--- src/rtl/decode_pkg.sv ---
// Shared types for the decode stage: opcode encoding, instruction field positions,
// the registered control word handed to execute, and the drain/halt state encoding.
package decode_pkg;

  localparam int PC_W   = 5;
  localparam int IR_W   = 13;
  localparam int NREG   = 8;
  localparam int DATA_W = 8;
  localparam int REG_W  = 3;

  localparam int OP_MSB  = 12;
  localparam int OP_LSB  = 9;
  localparam int RD_MSB  = 8;
  localparam int RD_LSB  = 6;
  localparam int RS1_MSB = 5;
  localparam int RS1_LSB = 3;
  localparam int RS2_MSB = 2;
  localparam int RS2_LSB = 0;
  localparam int IMM3_W  = 3;
  localparam int IMM6_W  = 6;

  typedef enum logic [3:0] {
    OP_NOP  = 4'd0,
    OP_ADD  = 4'd1,
    OP_SUB  = 4'd2,
    OP_AND  = 4'd3,
    OP_OR   = 4'd4,
    OP_XOR  = 4'd5,
    OP_ADDI = 4'd6,
    OP_LDI  = 4'd7,
    OP_LD   = 4'd8,
    OP_ST   = 4'd9,
    OP_BEQ  = 4'd10,
    OP_JMP  = 4'd11,
    OP_HALT = 4'd15
  } opcode_e;

  typedef struct packed {
    logic [3:0]        alu_op;
    logic [REG_W-1:0]  rd;
    logic [REG_W-1:0]  rs1;
    logic [REG_W-1:0]  rs2;
    logic [DATA_W-1:0] imm;
    logic              we;
    logic              mem_re;
    logic              mem_we;
    logic              branch;
    logic              jump;
    logic [PC_W-1:0]   tgt;
  } ctrl_word_t;

  typedef enum logic [1:0] {
    ST_RUN    = 2'd0,
    ST_DRAIN  = 2'd1,
    ST_HALTED = 2'd2
  } state_e;

endpackage

--- src/rtl/decode_unit_if.sv ---
// Fetch-side, execute-side and writeback signals of the decode stage; slave is the decode side.
interface decode_unit_if;

  logic                              in_valid;
  logic                              in_ready;
  logic [decode_pkg::PC_W-1:0]       in_pc;
  logic [decode_pkg::IR_W-1:0]       in_ir;
  logic                              out_valid;
  logic                              out_ready;
  logic [decode_pkg::PC_W-1:0]       out_pc;
  logic [3:0]                        out_alu_op;
  logic [decode_pkg::REG_W-1:0]      out_rd;
  logic [decode_pkg::REG_W-1:0]      out_rs1;
  logic [decode_pkg::REG_W-1:0]      out_rs2;
  logic [decode_pkg::DATA_W-1:0]     out_imm;
  logic                              out_we;
  logic                              out_mem_re;
  logic                              out_mem_we;
  logic                              out_branch;
  logic                              out_jump;
  logic [decode_pkg::PC_W-1:0]       out_tgt;
  logic                              wb_valid;
  logic [decode_pkg::REG_W-1:0]      wb_rd;
  logic                              flush;
  logic                              halted;
  logic                              illegal;

  modport slave (
    input  in_valid, in_pc, in_ir, out_ready, wb_valid, wb_rd, flush,
    output in_ready, out_valid, out_pc, out_alu_op, out_rd, out_rs1, out_rs2, out_imm,
           out_we, out_mem_re, out_mem_we, out_branch, out_jump, out_tgt, halted, illegal
  );

  modport master (
    output in_valid, in_pc, in_ir, out_ready, wb_valid, wb_rd, flush,
    input  in_ready, out_valid, out_pc, out_alu_op, out_rd, out_rs1, out_rs2, out_imm,
           out_we, out_mem_re, out_mem_we, out_branch, out_jump, out_tgt, halted, illegal
  );

endinterface

--- src/rtl/decode_logic.sv ---
// Pure combinational instruction decoder: ir -> control word, source-use flags, halt/illegal.
// HALT and illegal opcodes both come out as an all-zero NOP word.
module decode_logic
  import decode_pkg::*;
(
  input  logic [IR_W-1:0] ir,
  output ctrl_word_t      ctrl,
  output logic            use_rs1,
  output logic            use_rs2,
  output logic            is_halt,
  output logic            is_illegal
);

  logic [3:0]       op;
  logic [REG_W-1:0] rd;
  logic [REG_W-1:0] rs1;
  logic [REG_W-1:0] rs2;
  logic             writes;

  always_comb begin
    op         = ir[OP_MSB:OP_LSB];
    rd         = ir[RD_MSB:RD_LSB];
    rs1        = ir[RS1_MSB:RS1_LSB];
    rs2        = ir[RS2_MSB:RS2_LSB];
    ctrl       = '0;
    use_rs1    = 1'b0;
    use_rs2    = 1'b0;
    writes     = 1'b0;
    is_halt    = 1'b0;
    is_illegal = 1'b0;

    case (op)
      OP_ADD, OP_SUB, OP_AND, OP_OR, OP_XOR: begin
        writes  = 1'b1;
        use_rs1 = 1'b1;
        use_rs2 = 1'b1;
      end
      OP_ADDI: begin
        writes   = 1'b1;
        use_rs1  = 1'b1;
        ctrl.imm = {{(DATA_W-IMM3_W){ir[IMM3_W-1]}}, ir[IMM3_W-1:0]};
      end
      OP_LDI: begin
        writes   = 1'b1;
        ctrl.imm = {{(DATA_W-IMM6_W){ir[IMM6_W-1]}}, ir[IMM6_W-1:0]};
      end
      OP_LD: begin
        writes      = 1'b1;
        use_rs1     = 1'b1;
        ctrl.mem_re = 1'b1;
      end
      OP_ST: begin
        use_rs1     = 1'b1;
        use_rs2     = 1'b1;
        ctrl.mem_we = 1'b1;
      end
      OP_BEQ: begin
        use_rs1     = 1'b1;
        use_rs2     = 1'b1;
        ctrl.branch = 1'b1;
      end
      OP_JMP: begin
        ctrl.jump = 1'b1;
        ctrl.tgt  = ir[PC_W-1:0];
      end
      OP_HALT: is_halt = 1'b1;
      OP_NOP:  ;
      default: is_illegal = 1'b1;
    endcase

    ctrl.alu_op = (is_halt || is_illegal) ? 4'(OP_NOP) : op;
    // Unused register fields are zeroed so the hazard compare can skip R0 uniformly.
    ctrl.rd     = writes  ? rd  : '0;
    ctrl.rs1    = use_rs1 ? rs1 : '0;
    ctrl.rs2    = use_rs2 ? rs2 : '0;
    ctrl.we     = writes && (rd != '0);
  end

endmodule

--- src/rtl/decode_unit.sv ---
// Decode stage: 1-cycle registered control word, RAW stall via pending-register scoreboard.
// Output word holds while out_valid & !out_ready; flush kills it; HALT drains then stops.
module decode_unit
  import decode_pkg::*;
(
  input  logic          clk,
  input  logic          reset,
  decode_unit_if.slave  bus
);

  ctrl_word_t      dec;
  logic            use_rs1;
  logic            use_rs2;
  logic            dec_halt;
  logic            dec_illegal;

  ctrl_word_t      out_d,       out_q;
  logic [PC_W-1:0] out_pc_d,    out_pc_q;
  logic            out_valid_d, out_valid_q;
  logic [NREG-1:0] pend_d,      pend_q;
  state_e          state_d,     state_q;
  logic            illegal_d,   illegal_q;

  logic            hz_rs1;
  logic            hz_rs2;
  logic            stall;
  logic            issue;
  logic            xfer;
  logic            in_ready;

  decode_logic u_decode_logic (
    .ir         (bus.in_ir),
    .ctrl       (dec),
    .use_rs1    (use_rs1),
    .use_rs2    (use_rs2),
    .is_halt    (dec_halt),
    .is_illegal (dec_illegal)
  );

  // A source is busy if already pending or being produced by the word sitting in the output register.
  assign hz_rs1 = use_rs1 && (dec.rs1 != '0) &&
                  (pend_q[dec.rs1] || (out_valid_q && out_q.we && (out_q.rd == dec.rs1)));
  assign hz_rs2 = use_rs2 && (dec.rs2 != '0) &&
                  (pend_q[dec.rs2] || (out_valid_q && out_q.we && (out_q.rd == dec.rs2)));
  assign stall  = hz_rs1 || hz_rs2;

  assign in_ready = (state_q == ST_RUN) && !stall && !bus.flush && (!out_valid_q || bus.out_ready);
  assign xfer     = bus.in_valid && in_ready;
  assign issue    = out_valid_q && bus.out_ready && !bus.flush;

  always_comb begin
    out_d       = out_q;
    out_pc_d    = out_pc_q;
    out_valid_d = out_valid_q;
    pend_d      = pend_q;
    state_d     = state_q;
    illegal_d   = illegal_q;

    if (xfer) begin
      out_d       = dec;
      out_pc_d    = bus.in_pc;
      out_valid_d = 1'b1;
      if (dec_illegal) illegal_d = 1'b1;
    end else if (issue || bus.flush) begin
      out_valid_d = 1'b0;
    end

    // Clear first so a same-cycle set of the same register wins.
    if (bus.wb_valid && (bus.wb_rd != '0)) pend_d[bus.wb_rd] = 1'b0;
    if (issue && out_q.we)                 pend_d[out_q.rd]  = 1'b1;

    case (state_q)
      ST_RUN:    if (xfer && dec_halt) state_d = ST_DRAIN;
      ST_DRAIN: begin
        if (bus.flush)                               state_d = ST_RUN;
        else if (!out_valid_q && (pend_q == '0))     state_d = ST_HALTED;
      end
      ST_HALTED: state_d = ST_HALTED;
      default:   state_d = ST_RUN;
    endcase
  end

  always_ff @(posedge clk or negedge reset) begin
    if (!reset) begin
      out_q       <= '0;
      out_pc_q    <= '0;
      out_valid_q <= 1'b0;
      pend_q      <= '0;
      state_q     <= ST_RUN;
      illegal_q   <= 1'b0;
    end else begin
      out_q       <= out_d;
      out_pc_q    <= out_pc_d;
      out_valid_q <= out_valid_d;
      pend_q      <= pend_d;
      state_q     <= state_d;
      illegal_q   <= illegal_d;
    end
  end

  assign bus.in_ready   = in_ready;
  assign bus.out_valid  = out_valid_q;
  assign bus.out_pc     = out_pc_q;
  assign bus.out_alu_op = out_q.alu_op;
  assign bus.out_rd     = out_q.rd;
  assign bus.out_rs1    = out_q.rs1;
  assign bus.out_rs2    = out_q.rs2;
  assign bus.out_imm    = out_q.imm;
  assign bus.out_we     = out_q.we;
  assign bus.out_mem_re = out_q.mem_re;
  assign bus.out_mem_we = out_q.mem_we;
  assign bus.out_branch = out_q.branch;
  assign bus.out_jump   = out_q.jump;
  assign bus.out_tgt    = out_q.tgt;
  assign bus.halted     = (state_q == ST_HALTED);
  assign bus.illegal    = illegal_q;

endmodule
--- src/flat_wrapper.sv ---
// flat-port wrapper written by rule: the top's interface ports become plain ports
module decode_unit_flat import decode_pkg::*;
  (clk, reset, bus_in_valid, bus_in_pc, bus_in_ir, bus_out_ready, bus_wb_valid, bus_wb_rd, bus_flush, bus_in_ready, bus_out_valid, bus_out_pc, bus_out_alu_op, bus_out_rd, bus_out_rs1, bus_out_rs2, bus_out_imm, bus_out_we, bus_out_mem_re, bus_out_mem_we, bus_out_branch, bus_out_jump, bus_out_tgt, bus_halted, bus_illegal);
  decode_unit_if bus_i ();
  input  logic clk;
  input  logic reset;
  input wire logic [$bits(bus_i.in_valid)-1:0] bus_in_valid;
  input wire logic [$bits(bus_i.in_pc)-1:0] bus_in_pc;
  input wire logic [$bits(bus_i.in_ir)-1:0] bus_in_ir;
  input wire logic [$bits(bus_i.out_ready)-1:0] bus_out_ready;
  input wire logic [$bits(bus_i.wb_valid)-1:0] bus_wb_valid;
  input wire logic [$bits(bus_i.wb_rd)-1:0] bus_wb_rd;
  input wire logic [$bits(bus_i.flush)-1:0] bus_flush;
  output wire logic [$bits(bus_i.in_ready)-1:0] bus_in_ready;
  output wire logic [$bits(bus_i.out_valid)-1:0] bus_out_valid;
  output wire logic [$bits(bus_i.out_pc)-1:0] bus_out_pc;
  output wire logic [$bits(bus_i.out_alu_op)-1:0] bus_out_alu_op;
  output wire logic [$bits(bus_i.out_rd)-1:0] bus_out_rd;
  output wire logic [$bits(bus_i.out_rs1)-1:0] bus_out_rs1;
  output wire logic [$bits(bus_i.out_rs2)-1:0] bus_out_rs2;
  output wire logic [$bits(bus_i.out_imm)-1:0] bus_out_imm;
  output wire logic [$bits(bus_i.out_we)-1:0] bus_out_we;
  output wire logic [$bits(bus_i.out_mem_re)-1:0] bus_out_mem_re;
  output wire logic [$bits(bus_i.out_mem_we)-1:0] bus_out_mem_we;
  output wire logic [$bits(bus_i.out_branch)-1:0] bus_out_branch;
  output wire logic [$bits(bus_i.out_jump)-1:0] bus_out_jump;
  output wire logic [$bits(bus_i.out_tgt)-1:0] bus_out_tgt;
  output wire logic [$bits(bus_i.halted)-1:0] bus_halted;
  output wire logic [$bits(bus_i.illegal)-1:0] bus_illegal;
  assign bus_i.in_valid = bus_in_valid;
  assign bus_i.in_pc = bus_in_pc;
  assign bus_i.in_ir = bus_in_ir;
  assign bus_i.out_ready = bus_out_ready;
  assign bus_i.wb_valid = bus_wb_valid;
  assign bus_i.wb_rd = bus_wb_rd;
  assign bus_i.flush = bus_flush;
  assign bus_in_ready = bus_i.in_ready;
  assign bus_out_valid = bus_i.out_valid;
  assign bus_out_pc = bus_i.out_pc;
  assign bus_out_alu_op = bus_i.out_alu_op;
  assign bus_out_rd = bus_i.out_rd;
  assign bus_out_rs1 = bus_i.out_rs1;
  assign bus_out_rs2 = bus_i.out_rs2;
  assign bus_out_imm = bus_i.out_imm;
  assign bus_out_we = bus_i.out_we;
  assign bus_out_mem_re = bus_i.out_mem_re;
  assign bus_out_mem_we = bus_i.out_mem_we;
  assign bus_out_branch = bus_i.out_branch;
  assign bus_out_jump = bus_i.out_jump;
  assign bus_out_tgt = bus_i.out_tgt;
  assign bus_halted = bus_i.halted;
  assign bus_illegal = bus_i.illegal;
  decode_unit u_core (.clk(clk), .reset(reset), .bus(bus_i));
endmodule
--- config.mk ---
export PLATFORM = sky130hd
export DESIGN_NAME = decode_unit_flat
export DESIGN_NICKNAME = d
export VERILOG_FILES = /design/src/rtl/decode_pkg.sv /design/src/rtl/decode_unit_if.sv /design/src/rtl/decode_logic.sv /design/src/rtl/decode_unit.sv /design/src/flat_wrapper.sv
export SDC_FILE = /design/constraint.sdc
export NUM_CORES = 1
export LEC_CHECK = 0
export BUFFER_PORTS_ARGS = -buffer_cell sky130_fd_sc_hd__buf_2
export CORE_AREA = 5 5 104 57
export DETAILED_ROUTE_END_ITERATION = 10
export DIE_AREA = 0 0 109 62
export PLACE_DENSITY = 0.77
export SETUP_SLACK_MARGIN = 0.1
export SYNTH_ARGS = -nofsm -noshare
export SYNTH_HDL_FRONTEND = slang
export SYNTH_SLANG_ARGS = --single-unit
--- constraint.sdc ---
create_clock -name clk -period 3 [get_ports clk]
set_clock_uncertainty 0.05 [all_clocks]
set_input_delay 0.45 -clock clk [delete_from_list [all_inputs] [get_ports clk]]
set_output_delay 0.45 -clock clk [all_outputs]
set_load 0.01 [all_outputs]
======== Word level (Yosys, flattened, before mapping) ========
Index checks and enable logic that the tools add are counted.
storage, ports and cells
  register bits ........................... 48
operators by class
  equal/unequal tests ..................... 18
  reduce and logical (&&, ||, !) cells .... 43
  bitwise gates (word level) .............. 4
  muxes and demuxes ....................... 30
  $lt $le $gt $ge ......................... 6
operators by type and width
  kind                number
  $eq 4x4->1 const B  5
  $logic_and 1x1->1   20
  $eq 4x3->1 const B  4
  $lt 3x4->1 const B  4
  $mux 8              2
  $pmux 8 s2          1
  $mux 1              14
  $reduce_or 13->1    1
  $reduce_bool 3->1   4
  $mux 3              3
  $reduce_or 9->1     1
  $and 8x8->8         1
  $eq 4x2->1 const B  2
  $logic_not 8->1     1
  $not 8->8           1
  $or 8x8->8          1
  $reduce_or 8->1     1
  $reduce_or 7->1     1
  $bmux 1 s3          2
  $demux 1 s3         2
  $eq 3x3->1          2
  $ge 3x1->1 const B  2
  $logic_or 1x1->1    6
  $mux 2              3
  14 further kinds    17

======== Longest topological paths before layout ========
  depth after elaboration ................. 17
  depth in mapped cells ................... 8
  mapped depth without buffers ............ 5

======== Modules after synthesis ========
Synthesis repeated with hierarchy kept, for this count alone.
unflattened totals
  cells, all modules ...................... 218
  area total of the unflattened synthesis .. 2,621.3 µm²
by module, submodules not included
  module        sequential area each (µm²)  area each (µm²)  cells each  times used
  decode_unit   1,201.2                     2,228.4          161         1
  decode_logic  0.0                         392.9            57          1

======== Worst setup path before layout ========
OpenSTA, ideal clock, no wires.
  path type ............................... input to register
  start point ............................. input bus_in_ir[11]
  end point ............................... register u_core.out_q (netlist bit u_core.bus.out_alu_op[0])
  cell stages on the path ................. 8
  buffers on the path ..................... 3
  required time ........................... 2.825 ns
  library setup time ...................... 0.125 ns
  arrival time ............................ 2.380 ns
  slack ................................... 0.445 ns
  path through ............................ clkbuf_1 > or4_1 > o211ai_1 > o221ai_1 > nor4bb_1 > buf_6 > buf_6 > mux2_4
on the way
  longest elaborated chain between the ends .. 14
  elaborated cells between the ends (all ways) .. 46
  classes of those cells .................. eq/ne: 14; mux: 11; reduce/logical: 21
RTL lines
  what                                                                 RTL line                                RTL
  from (decl)                                                          flat_wrapper.sv:9                       input wire logic [$bits(bus_i.in_ir)-1:0] bus_in_ir;
  $eq 4x4->1 (tied with other cells)                                   decode_logic.sv:32                      case (op)
  $reduce_or 9->1 (no line) / $reduce_or 7->1 (equally long branches)  --
  $mux 1                                                               decode_logic.sv:32
  $mux 3 (on tied branches)                                            decode_logic.sv:74, decode_logic.sv:75
  $bmux 1 s3 (tied with other cells)                                   decode_unit.sv:42                       (pend_q[dec.rs1] || (out_valid_q && out_q.we && (out_q.rd == dec.rs1)));
  $mux 1 (implied by the code) (tied with other cells)                 decode_unit.sv:42
  $logic_or 1x1->1 (on tied branches)                                  decode_unit.sv:42, decode_unit.sv:44
  $logic_and 1x1->1 (on tied branches)                                 decode_unit.sv:41, decode_unit.sv:43
  $logic_or 1x1->1                                                     decode_unit.sv:45                       assign stall = hz_rs1 || hz_rs2;
  $logic_not 1->1                                                      decode_unit.sv:47                       assign in_ready = (state_q == ST_RUN) && !stall && !bus.flush && (!out_valid_q || bus.out_ready);
  $logic_and 1x1->1 (3 in series)                                      decode_unit.sv:47
  $logic_and 1x1->1                                                    decode_unit.sv:48                       assign xfer = bus.in_valid && in_ready;
  to (signal assigned)                                                 decode_unit.sv:92                       out_q <= out_d;
  to (decl)                                                            decode_unit.sv:17                       ctrl_word_t out_d, out_q;
Several ways; a longest one is shown, not always the timed one. The select of a mux whose other input is x is not followed.
A chain may end at the register's enable or synchronous reset.

======== Final worst setup path ========
  start point ............................. register u_core.out_q (netlist bit u_core.bus.out_rd[2])
  end point ............................... output bus_in_ready
on the way
  longest elaborated chain between the ends .. 9
  elaborated cells between the ends (all ways) .. 13
  classes of those cells .................. eq/ne: 2; reduce/logical: 11
RTL lines
  what                                  RTL line                              RTL
  $eq 3x3->1 (on tied branches)         decode_unit.sv:42, decode_unit.sv:44
  $logic_and 1x1->1 (on tied branches)  decode_unit.sv:42, decode_unit.sv:44
  $logic_or 1x1->1 (on tied branches)   decode_unit.sv:42, decode_unit.sv:44
  $logic_and 1x1->1 (on tied branches)  decode_unit.sv:41, decode_unit.sv:43
  $logic_or 1x1->1 (*)                  decode_unit.sv:45
  $logic_not 1->1 (*)                   decode_unit.sv:47
  $logic_and 1x1->1 (*) (3 in series)   decode_unit.sv:47
  to (decl)                             flat_wrapper.sv:14                    output wire logic [$bits(bus_i.in_ready)-1:0] bus_in_ready;
Mark *: on every way between the ends. The rest lies on a longest branch, timed or not.

==> metrics.md <==
| Metric | Value |
|---|---|
| CP endpoint kind | `output pin` |
| Hold crit path type | `input pin to async pin` |
| RSZ-0062 raised after global routing | `false` |
| Core area | `0.004842 mm²` |
| GPL Wtd Cong | `0.7743` |
| Clk buf depth | `2` |
| Wire per inst | `15.60 µm` |
| Startpoint types | `register` |
| Crit Path Max Fanout | `12` |
| Overall Power | `1914 µW` |
| Grt total ovfl | `0` |
| Dpl hpwl | `4185 µm` |
| Clk_lat worst skew | `0.29 ns` |
| Rows | `18` |
| Ys Warns | `0` |
| Slowest cell on crit path | `dfrtp_1` |
| Final instance area | `0.002930 mm²` |
| P&R area growth vs syn | `19.43%` |
| I/O pin count | `67` |
| VDD IR max | `0.0003226 V` |
| CP cell instances | `or3b_1 > a211o_1 > a2111o_1 > nand3_1 > nor2_1 > buf_2` |
| I/O Buffers | `66` |
| Via/cell ratio | `5.221` |
| Die area | `0.006758 mm²` |
| Number of buffers created by CTS | `5` |
| Antenna fix cells | `0` |
| Post-synthesis sequential area ratio | `46.91%` |
| DRT Wirelength | `5647 µm` |
| P_leak | `0.001460 µW` |
| Slowest stage delay, CP | `0.52 ns` |
| Relative slew margins | `31.48%` |
| Post-layout util | `60.52%` |
| Antenna-violating nets left | `0` |
| Multi-input gate area | `0.001141 mm²` |
| Die width | `109 µm` |
| Drt pass-1 iters | `4` |
| FF/Latch Area | `0.001151 mm²` |
| Max Freq | `368.2 MHz` |
| Layout cells sized above 1 | `32.88%` |
| WP data arrival | `2.22 ns` |
| Postcts setup bufs | `0` |
| Largest net degree at the start of global routing | `47` |
| GRT Overall Usage | `17.63%` |
| Synth cell types | `46` |
| # Max-Cap Violations | `0` |
| Die H | `62 µm` |
| Count of flip-flops with a built-in enable after synthesis | `0` |
| Final Cycle Share | `90.52%` |
| Post-synthesis net count | `258` |
| # fillers | `423` |
| CP Data Required Time | `2.50 ns` |
| Fin crit period | `2.716 ns` |
| Clock Sinks | `46` |
| Mapped Avg Cell Area | `10.62 µm²` |
| Number of global-route vias before repair | `1907` |
| TNS Setup | `0 ns` |
| DRC | `0` |
| Placed cell areas | `0.002824 mm²` |
| Hold_buf cts | `0` |
| Initial Util | `50.67%` |
| FF+latch count, synth | `46` |
| Clk slew on worst S/H paths | `0.08 ns` |
| Run status | `finished, final reports clean` |
| Synth async-reset ratio | `100.0%` |
| Crit path kind | `register to output pin` |
| Vias | `1890` |
| 1st-iter DRT viols | `73` |
| Synthesized cell area | `0.002454 mm²` |
| CTS tree | `built` |
| Final Hold Violating Endpoints | `0` |
| CTS resizes | `0` |
| Fin nets | `318` |
| Worst Tran Pin Value | `1.028 ns` |
| Top FF cell, synth | `dfrtp_1` |
| Power Density | `653.3 mW/mm²` |
| Pins over their slew limit | `0` |
| Initial antenna violation count | `0` |
| First-pass GRT wire length | `9321 µm` |
| Gate Count Post-Synth | `231` |
| H-tree depth | `2` |
| Root buffer cell | `clkbuf_8` |
| Final Setup Violations | `0` |
-- area by class of cell --
class,count,share of cell area [%]
multi-input cells,147,38.94
inverters,23,2.946
well taps,70,2.989
repair buffers,68,12.21
flip-flops and latches,46,39.28
clock inverters,1,1.025
clock buffers,7,2.605
-- worst max-delay path: cells and delay by family (launching register included) --
kind / cells / cell delay, ns
compound gates: 2 / 0.69
buf+inv: 1 / 0.14
flops: 1 / 0.52
simple gates: 3 / 0.56
-- Yosys cell counts (3+ instances only) --
cell type | number | area [µm²]
a21oi_1 | 4 | 20.02
buf_2 | 3 | 15.01
buf_4 | 4 | 30.03
clkbuf_1 | 6 | 22.52
dfrtp_1 | 46 | 1151
inv_1 | 23 | 86.33
mux2_2 | 7 | 78.83
mux2_4 | 9 | 135.1
mux2i_1 | 24 | 240.2
nand2_1 | 32 | 120.1
nand2b_1 | 3 | 18.77
nand3_1 | 5 | 25.02
nor2_1 | 6 | 22.52
nor2b_1 | 3 | 18.77
nor3_1 | 3 | 15.01
nor4_1 | 3 | 18.77
o21ai_0 | 5 | 25.02
o31ai_1 | 5 | 37.54
xnor2_1 | 3 | 26.28
-- sequential cells by signal, summed over array words and instances, names as in the netlist, 2 cells and up --
register and flops:
u_core.pend_q 8, u_core.bus.out_imm 6, u_core.bus.out_pc 5, u_core.bus.out_tgt 5, u_core.bus.out_alu_op 4, u_core.bus.out_rd 3
u_core.bus.out_rs1 3, u_core.bus.out_rs2 3, u_core.state_q 2
-- path summary, 6_finish.rpt --
check,start,endpoint,slack [ns],cells after the start
max,u_core.bus.out_rd[2],bus_in_ready,0.28,6
max reg2reg,u_core.bus.out_rd[2],u_core.bus.out_imm[4],0.50,6
min,reset,u_core.bus.out_alu_op[1],0.29,1
min in group clk,bus_in_pc[1],u_core.bus.out_pc[1],0.34,2
max in group asynchronous,reset,u_core.bus.out_rd[0],1.98,1
min reg2reg,u_core.pend_q[0],u_core.pend_q[0],0.43,1
-- kinds of logic (layout without fill, tap and decap cells) --
kind of cell	Yosys count	after routing	share of synthesized area, %
AND/OR/NAND/NOR	66	66	13.31
AO/OA/AOI/OAI	34	34	10.45
XOR/XNOR	5	5	1.785
flip-flops	46	46	46.91
buffers and inverters	38	99	7.190
multiplexers	42	42	20.35
-- metal layers --
metal  track usage [%]  wire, µm  up-vias
met5                 0         0        -
met4             4.496        27        0
met3             4.025       248        2
met2             28.01      2725       39
met1             24.87      2645      926
li1                  -         -      923
-- report_power, final --
group | leakage (µW) | internal [µW] | switching [µW]
combinational | 0.000806 | 289 | 306
sequential | 0.000601 | 758 | 111
clock | 0.0000524 | 249 | 201
-- cells in the final DEF, fill, tap and decap left out, types with 2 or more instances in the layout --
| master | count |
|---|---|
| dfrtp_1 | 46 |
| mux4_2 | 2 |
| a41o_1 | 2 |
| nor4_1 | 3 |
| buf_2 | 66 |
| nor3_1 | 3 |
| mux2_4 | 9 |
| a21boi_0 | 2 |
| o31ai_1 | 5 |
| or3b_2 | 2 |
| a21oi_1 | 4 |
| nor2b_1 | 3 |
| inv_1 | 23 |
| xor2_1 | 2 |
| nor2_1 | 6 |
| mux2i_1 | 24 |
| nand2_1 | 32 |
| xnor2_1 | 3 |
| a32o_1 | 2 |
| nor3b_1 | 2 |
| clkbuf_1 | 2 |
| mux2_2 | 7 |
| o21ai_0 | 5 |
| clkbuf_8 | 5 |
| nand3_1 | 5 |
| nand2b_1 | 3 |
| o211ai_1 | 2 |
| or4_1 | 2 |
-- per-stage QoR --
step	hold WS, ns	setup slack, ns	std cells
2_1_floorplan	0.1044	0.4453	231
4_1_cts	0.3119	0.2898	362
3_5_place_dp	0.4096	0.2898	354
6_report	0.2856	0.2843	362
5_1_grt	0.3258	0.1709	362
3_3_place_gp	0.4080	0.4097	354
(Power assumes the default switching activity.)
